$ cat src/rtl/div_pkg.sv
// rtl/div_pkg.sv - shared widths, FSM state type and per-iteration approximation level
package div_pkg;

   localparam int DW = 8;
   localparam int XW = 16;

   typedef enum logic [1:0] {
      IDLE,
      RUN,
      DONE
   } state_t;

   // Trailing quotient bits get progressively more approximate LSB cells.
   function automatic logic [3:0] approx_level(input int i, input int approx_rows);
      if (i < approx_rows) begin
         return 4'(approx_rows - i);
      end
      return 4'd0;
   endfunction

endpackage

$ cat src/rtl/div_row.sv
// rtl/div_row.sv - one subtract/restore row; the l lowest cells use approximate borrow/restore logic
module div_row
   import div_pkg::*;
(
   input  logic [DW:0]   x,
   input  logic [DW-1:0] y,
   input  logic          bin,
   input  logic [3:0]    l,
   output logic          qs,
   output logic [DW-1:0] r
);

   logic [DW:0] b;

   always_comb begin
      b    = '0;
      b[0] = bin;
      for (int j = 0; j < DW; j++) begin
         if (j < int'(l)) begin
            b[j+1] = b[j] & (y[j] | ~x[j]);
         end else begin
            b[j+1] = (~x[j] & b[j]) | (~x[j] & y[j]) | (y[j] & b[j]);
         end
      end
   end

   assign qs = ~b[DW] | x[DW];

   always_comb begin
      r = '0;
      for (int j = 0; j < DW; j++) begin
         if (j < int'(l)) begin
            r[j] = x[j] | (qs & (y[j] ^ b[j]));
         end else begin
            r[j] = qs ? (x[j] ^ y[j] ^ b[j]) : x[j];
         end
      end
   end

endmodule

$ cat src/rtl/div_seq_ctrl.sv
// rtl/div_seq_ctrl.sv - 16/8 sequential restoring divider controller, one quotient bit per cycle
// DIV_SEQ_STATUS_EN adds registered divide-by-zero (out_dz) and overflow (out_ovf) flags.
module div_seq_ctrl
   import div_pkg::*;
#(
   parameter int APPROX_ROWS = 3
) (
   input  logic          clk,
   input  logic          rst_n,
   input  logic          in_valid,
   output logic          in_ready,
   input  logic [XW-1:0] in_dividend,
   input  logic [DW-1:0] in_divisor,
   output logic          out_valid,
   input  logic          out_ready,
   output logic [DW-1:0] out_quot,
`ifdef DIV_SEQ_STATUS_EN
   output logic          out_dz,
   output logic          out_ovf,
`endif
   output logic [DW-1:0] out_rem
);

   state_t        state;
   logic [XW-1:0] dividend;
   logic [DW-1:0] divisor;
   logic [DW-1:0] quot;
   logic [DW:0]   p;
   logic [2:0]    i;
   logic [3:0]    lvl;
   logic          row_qs;
   logic [DW-1:0] row_r;

   assign lvl = approx_level(int'(i), APPROX_ROWS);

   div_row u_row (
      .x   (p),
      .y   (divisor),
      .bin (1'b0),
      .l   (lvl),
      .qs  (row_qs),
      .r   (row_r)
   );

   always_ff @(posedge clk) begin
      if (!rst_n) begin
         state     <= IDLE;
         in_ready  <= 1'b1;
         out_valid <= 1'b0;
         out_quot  <= '0;
         out_rem   <= '0;
         dividend  <= '0;
         divisor   <= '0;
         quot      <= '0;
         p         <= '0;
         i         <= '0;
`ifdef DIV_SEQ_STATUS_EN
         out_dz    <= 1'b0;
         out_ovf   <= 1'b0;
`endif
      end else begin
         case (state)
            IDLE: begin
               if (in_valid && in_ready) begin
                  dividend <= in_dividend;
                  divisor  <= in_divisor;
                  p        <= in_dividend[XW-1:DW-1];
                  i        <= 3'd7;
                  in_ready <= 1'b0;
                  state    <= RUN;
`ifdef DIV_SEQ_STATUS_EN
                  out_dz   <= (in_divisor == '0);
                  out_ovf  <= (in_divisor != '0) && (in_dividend[XW-1:DW] >= in_divisor);
`endif
               end
            end
            RUN: begin
               quot[i] <= row_qs;
               if (i != 3'd0) begin
                  p <= {row_r, dividend[4'(i) - 4'd1]};
                  i <= i - 3'd1;
               end else begin
                  // Publish the whole result at once so outputs never show a partial quotient.
                  out_quot  <= {quot[DW-1:1], row_qs};
                  out_rem   <= row_r;
                  out_valid <= 1'b1;
                  state     <= DONE;
               end
            end
            DONE: begin
               if (out_ready) begin
                  out_valid <= 1'b0;
                  in_ready  <= 1'b1;
                  state     <= IDLE;
               end
            end
            default: begin
               state <= IDLE;
            end
         endcase
      end
   end

endmodule

$ cat config.mk
export PLATFORM = sky130hd
export DESIGN_NAME = div_seq_ctrl
export DESIGN_NICKNAME = d
export VERILOG_FILES = /design/src/rtl/div_pkg.sv /design/src/rtl/div_row.sv /design/src/rtl/div_seq_ctrl.sv
export SDC_FILE = /design/constraint.sdc
export NUM_CORES = 1
export LEC_CHECK = 0
export ABC_CLOCK_PERIOD_IN_PS = 7400
export CAP_MARGIN = 20
export CORE_MARGIN = 4
export CORE_UTILIZATION = 51
export DETAILED_ROUTE_END_ITERATION = 8
export PLACE_DENSITY = 0.8
export SLEW_MARGIN = 5
export SYNTH_ARGS = -nofsm -noshare
export SYNTH_HDL_FRONTEND = slang
export SYNTH_SLANG_ARGS = --single-unit
$ cat constraint.sdc
create_clock -name clk -period 7.4 [get_ports clk]
set_input_delay 1.48 -clock clk [delete_from_list [all_inputs] [get_ports clk]]
set_output_delay 1.48 -clock clk [all_outputs]
set_load 0.02 [all_outputs]
==> results of run 1 <==
==> cell type report <==
cell class	instances	area (um2)	area share, %
repair buffers	47	465	13.4
multi-input cells	247	1510	43.4
clock inverters	5	52.6	1.51
well taps	72	90.1	2.58
clock buffers	11	141	4.06
inverters	11	41.3	1.18
flip-flops and latches	59	1180	33.9
==> layout by cell type (no fill, tap or decap), types with 2 or more instances in the layout <==
master	instances
nand2_1	83
dfxtp_1	59
a21oi_1	46
clkdlybuf4s50_1	45
nor2_1	27
mux2i_1	12
inv_1	11
clkbuf_8	10
fa_1	7
nand2b_1	6
o21ai_0	6
ha_1	6
a311oi_2	5
o21a_1	4
and2_1	4
nor3_1	4
o211ai_1	4
nor2b_1	4
nand3_1	3
clkinv_2	3
nor3b_2	2
a31oi_1	2
a311oi_1	2
buf_4	2
==> worst min path at each step <==
stage           startpoint     endpoint  slack, ns  cells past startpoint
2_1_floorplan      quot[1]  out_quot[1]       0.43                      2
3_3_place_gp   dividend[3]  dividend[3]       0.44                      2
3_5_place_dp    out_rem[4]   out_rem[4]       0.45                      2
4_1_cts         out_rem[4]   out_rem[4]       0.45                      2
5_1_grt        out_quot[4]  out_quot[4]       0.48                      2
6_report       dividend[3]  dividend[3]       0.45                      2
==> power by group through the flow <==
stage                     logic (uW)  registers, uW  clock network [uW]
after floorplan                  193            376                   0
after global placement           230            382                   0
after detailed placement         241            383                   0
after CTS                        243            377                 290
after global routing             272            383                 307
final                            245            378                 285
==> cell usage after synthesis (2+ instances only) <==
master,n
nor2b_1,4
nand2b_1,6
and2_1,4
nand2_1,83
mux2i_1,12
buf_2,14
fa_1,7
nor3b_2,2
inv_1,11
nor3_1,4
a311oi_1,2
o21a_1,4
nand3_1,3
nor2_1,27
a21oi_1,46
clkbuf_1,11
buf_4,4
o21ai_0,6
ha_1,6
a311oi_2,5
dfxtp_1,59
o211ai_1,4
a31oi_1,2
==> metrics by stage <==
stage          setup slack [ns]  utilization (%)
2_1_floorplan              2.47                -
3_3_place_gp               2.16             59.6
3_5_place_dp               1.89             59.6
4_1_cts                    1.87             63.2
5_1_grt                    1.54             63.3
6_report                   1.85             63.3
==> metal layers <==
metal	vias to the layer above	track usage, %	wire length, um
li1	1214	-	-
met1	1130	24.6	2830
met2	66	30.5	3070
met3	18	3.97	317
met4	0	12.6	197
met5	-	0	0
==> kinds of logic after synthesis <==
logic type,count (synthesis)
buffers and inverters,41
muxes,13
DFF,59
and+or+nand+nor,143
adders and majority gates,13
AOI/OAI and AO/OA,78
==> worst register-to-register path, cell delays in order (launching register included) <==
cell      delay, ns
dfxtp_1        0.45
ha_1           0.30
o21a_1         0.21
o21a_1         0.22
fa_1           0.36
and2_1         0.17
fa_1           0.35
and2_1         0.15
fa_1           0.37
fa_1           0.39
fa_1           0.41
fa_1           0.40
fa_1           0.37
nand2b_1       0.59
o21ai_0        0.23
a32oi_1        0.26
nand2_1        0.08
a31oi_1        0.17
==> sequential cells by signal, summed over array words and instances, names as in the netlist <==
signal / cells
out_quot: 8
quot: 7
p: 9
out_valid: 1
dividend: 12
in_ready: 1
state: 2
divisor: 8
out_rem: 8
i: 3
==> flow_summary.yaml, run 1 <==
setup_path:
  startpoint: "i[0]"
  r2r-start: "i[0]"
  setup.worst_path.end: "p[2]"
  crit_chain: "ha_1 > o21a_1 > o21a_1 > fa_1 > and2_1 > fa_1 > and2_1 > fa_1 > fa_1 > fa_1 > fa_1 > fa_1 > nand2b_1 > o21ai_0 > a32oi_1 > nand2_1 > a31oi_1"
  cp_num_cells: 17
  worstSetupEndpointType: "flop"
  path_buf_inv: 0
  cp.required_ns: 7.66
  cp_data_arrival_time_ns: 5.81
  start_kind: "flop"
  cp_top_family: "adder cells"
  reg2reg_depth: 17
  cp_slowest_cell: "nand2b_1"
  path_class: "reg2reg"
  critical_path.max_stage_delay_ns: 0.59
  crit_fanout: 24
  crit_top_cell: "fa_1"
  reg2reg_to: "p[2]"
  r2r_setup_slack_ns: 1.85
final_layout:
  final_nets: 416
  final_area_um2: 3490
  fill_cells: 478
  diodes: 0
  fin_cells: 452
  area_delta_synth_final_pct: 20.7
  drive_gt1_share_pct: 8.42
synth:
  synthSimpleGateAreaFrac_pct: 22.3
  async_reset_ff_share_pct: 0
  yosys_warnings: 0
  synthTopCellsByArea: "dfxtp_1 (41%), nand2_1 (11%), a21oi_1 (8.0%), fa_1 (4.9%), mux2i_1 (4.2%)"
  muxShareOfSynthArea_pct: 4.94
  synthesis.area_um2: 2890
  avgSynthCellArea_um2: 8.33
  syn_inst: 347
  synth_top_area_share_pct: 40.9
  synth-adder-area-share_pct: 7.45
  synth_top_cell_by_area: "dfxtp_1"
  synth_edf_count: 0
  ys.flop_type: "dfxtp_1"
  synth_xor_area_share_pct: 0
  ys_seq_elements: 59
  synth_compound_area_share_pct: 17.7
  syn-num-nets: 388
  ys_seq_area_share_pct: 40.9
  synth_top_family_by_area: "simple AND/OR/NAND/NOR gates"
  synth_cell_types: 44
floorplanning:
  dieArea_um2: 6930
  core_um2: 5510
  io-pin-count: 46
  die_y_um: 83.3
  fp-row-count: 27
  die_w_um: 83.3
  start_util_pct: 52.5
timing:
  hold-worst-slack_ns: 0.452
  rsz0062_at_grt: "no"
  hold_viol: 0
  fmax_ghz: 0.180
  worst_pin_slew_ns: 0.812
  relSlewSlack_pct: 45.9
  skew_ns: 0.00776
  setup_viol_count_final: 0
  drv_slew: 0
  fin_crit_sh_pct: 75.1
  fin_crit_ns: 5.55
  fin_setup_tns_ns: 0
pwr:
  power.density_nw_per_um2: 260
  ir_drop_mv: 0.152
  seqPwrFrac_pct: 41.6
  p_sw_uw: 297
  switching_share_pct: 32.7
  power.share.combinational_pct: 27.0
  intPower_uw: 611
  finalPower_uw: 908
  clkPwrFrac_pct: 31.4
  p_leak_uw: 0.00128
drt:
  route.detailed.drc: 0
  first_iter_violations: 128
  drtPass1Iterations: 4
  finalWirelength_um: 6410
  final_antenna_net_count: 0
  via_per_inst: 5.37
  num_vias: 2428
  wl_per_cell_um: 14.2
place:
  dp_hpwl_um: 4430
  port_buffers: 45
  placedCellCount: 435
  place.gp.congestion: 0.805
  placed_cell_area_um2: 3280
clock_tree:
  h-tree-depth: 3
  clk_path_buf_depth: 2
  cts_resized: 0
  insertion_delay_ns: 0.33
  hold_buffers: 0
  post_cts_buffers: 0
  cts_buffers: 9
  cts_tree: "done"
  path_clk_slew_ns: 0.07
  cts_sinks: 59
  clock-root-buffer: "clkbuf_8"
grt:
  grt_pass1_vias: 2423
  antenna_found_initial: 0
  grt-ovfl-total: 0
  track_usage_pct: 19.6
  grt_pass1_wl_um: 11100
  grt_max_degree: 55
worst_hold_path:
  hold_class: "reg2reg"
run_status:
  status: "finished clean"
run:
  cap_violations: 0
(Power assumes the default switching activity.)
==> run 2: changes to the inputs <==
--- a/config.mk
+++ b/config.mk
@@ -5,7 +5,7 @@
 export SDC_FILE = /design/constraint.sdc
 export NUM_CORES = 1
 export LEC_CHECK = 0
-export ABC_CLOCK_PERIOD_IN_PS = 7400
+export ABC_CLOCK_PERIOD_IN_PS = 5800
 export CAP_MARGIN = 20
 export CORE_MARGIN = 4
 export CORE_UTILIZATION = 51
==> constraint.sdc (replaced) <==
create_clock -name clk -period 5.8 [get_ports clk]
set_input_delay 1.16 -clock clk [delete_from_list [all_inputs] [get_ports clk]]
set_output_delay 1.16 -clock clk [all_outputs]
set_load 0.02 [all_outputs]
==> run 2 against run 1 <==
  * Die area unchanged
  * Sequential share of layout area increased by 0.31 points
  * Clock power is 6% higher
  * Largest cell class unchanged
  * Highest routed layer unchanged
==> flow_summary.yaml, run 2 (synthesis results as in run 1) <==
setup_path:
  crit_chain: "ha_1 > o21a_1 > o21a_1 > fa_1 > and2_1 > fa_1 > and2_1 > fa_1 > fa_1 > fa_1 > fa_1 > fa_1 > nand2b_1 > buf_4 > o31a_1 > o21ai_1 > o21a_1 > a21oi_1"
  critical_path.max_stage_delay_ns: 0.44
  path_buf_inv: 1
  crit_fanout: 14
  worstSetupEndpointType: "flop"
  start_kind: "flop"
  crit_top_cell: "fa_1"
  path_class: "reg2reg"
  cp_top_family: "adder cells"
  cp.required_ns: 6.06
  cp_slowest_cell: "dfxtp_1"
  cp_data_arrival_time_ns: 5.61
clock_tree:
  hold_buffers: 0
  insertion_delay_ns: 0.33
  cts_sinks: 59
  h-tree-depth: 3
  path_clk_slew_ns: 0.06
  clk_path_buf_depth: 2
  cts_resized: 0
  clock-root-buffer: "clkbuf_8"
  post_cts_buffers: 0
  cts_buffers: 9
  cts_tree: "done"
place:
  place.gp.congestion: 0.839
  port_buffers: 45
  dp_hpwl_um: 4260
  placed_cell_area_um2: 3290
drt:
  final_antenna_net_count: 0
  num_vias: 2384
  finalWirelength_um: 6150
  via_per_inst: 5.30
  drtPass1Iterations: 5
  route.detailed.drc: 0
  first_iter_violations: 150
  wl_per_cell_um: 13.7
timing:
  skew_ns: 0.00705
  relSlewSlack_pct: 51.8
  rsz0062_at_grt: "no"
  setup_viol_count_final: 0
  fin_crit_ns: 5.35
  worst_pin_slew_ns: 0.723
  fin_setup_tns_ns: 0
  hold_viol: 0
  fin_crit_sh_pct: 92.2
  drv_slew: 0
  fmax_ghz: 0.187
floorplanning:
  die_w_um: 83.3
  io-pin-count: 46
  dieArea_um2: 6930
  fp-row-count: 27
  die_y_um: 83.3
  start_util_pct: 52.5
  core_um2: 5510
grt:
  grt_max_degree: 55
  grt-ovfl-total: 0
  track_usage_pct: 18.4
  grt_pass1_wl_um: 10400
  antenna_found_initial: 0
  grt_pass1_vias: 2349
run:
  cap_violations: 0
final_layout:
  largest_reg_flops: 12
  drive_gt1_share_pct: 7.41
  diodes: 0
  final_nets: 417
  final_common_cell: "nand2_1"
  final_cell_mix: "nand2_1 (83), dfxtp_1 (59), a21oi_1 (46)"
  fill_cells: 477
  area_delta_synth_final_pct: 19.6
  regMostFlops: "dividend"
  largestRegisters: "dividend x12, p x9"
  final_area_um2: 3450
  final_core_util_pct: 62.7
run_status:
  status: "finished clean"
pwr:
  p_leak_uw: 0.00126
  power.density_nw_per_um2: 317
  finalPower_uw: 1090
  ir_drop_mv: 0.184
worst_hold_path:
  hold_class: "reg2reg"
==> run 2: worst paths after layout <==
kind | slack (ns) | endpoint | cells past startpoint | startpoint
setup / recovery | 0.45 | p[1] | 18 | i[0]
hold / removal | 0.45 | dividend[3] | 2 | dividend[3]
setup reg to reg | 0.45 | p[1] | 18 | i[0]
hold reg to reg | 0.45 | dividend[3] | 2 | dividend[3]
==> run 2: final cells by class <==
class / count / area (um2) / share of cell area [%]
multi-input cells: 247 / 1510 / 43.8
repair buffers: 48 / 479 / 13.9
well taps: 72 / 90.1 / 2.61
inverters: 11 / 41.3 / 1.20
clock buffers: 13 / 149 / 4.31
flip-flops and latches: 59 / 1180 / 34.2
==> run 2: tightest hold or removal path: cells and delay by family, from the launching register on <==
family          cells  cell delay, ns
simple gates        1            0.05
flops               1            0.30
compound gates      1            0.05
==> run 2: report_power, final <==
part,internal [uW],switching [uW],leakage [uW]
Sequential,442,38.9,0.000482
Clock,160,141,0.0000754
Combinational,132,180,0.000701
==> run 2: through the flow <==
step	instances	hold slack (ns)	worst slack, ns
3_3_place_gp	436	0.442	0.659
2_1_floorplan	347	0.431	0.873
6_report	450	0.450	0.455
5_1_grt	450	0.476	0.159
3_5_place_dp	436	0.445	0.486
4_1_cts	449	0.453	0.454
==> run 2: layer usage <==
metal | vias up | global-route usage [%] | share of wire [%]
met1 | 1104 | 22.6 | 45
met3 | 14 | 4.76 | 4.8
li1 | 1206 | - | -
met4 | 0 | 8.62 | 2.1
met2 | 60 | 30.2 | 48
met5 | - | 0 | 0
==> run 3: changes to the inputs <==
--- a/config.mk
+++ b/config.mk
@@ -5,7 +5,6 @@
 export SDC_FILE = /design/constraint.sdc
 export NUM_CORES = 1
 export LEC_CHECK = 0
-export ABC_CLOCK_PERIOD_IN_PS = 5800
 export CAP_MARGIN = 20
 export CORE_MARGIN = 4
 export CORE_UTILIZATION = 51
==> results of run 3 <==
Same layout as run 2: the final DEF is identical, and so are final timing and power.
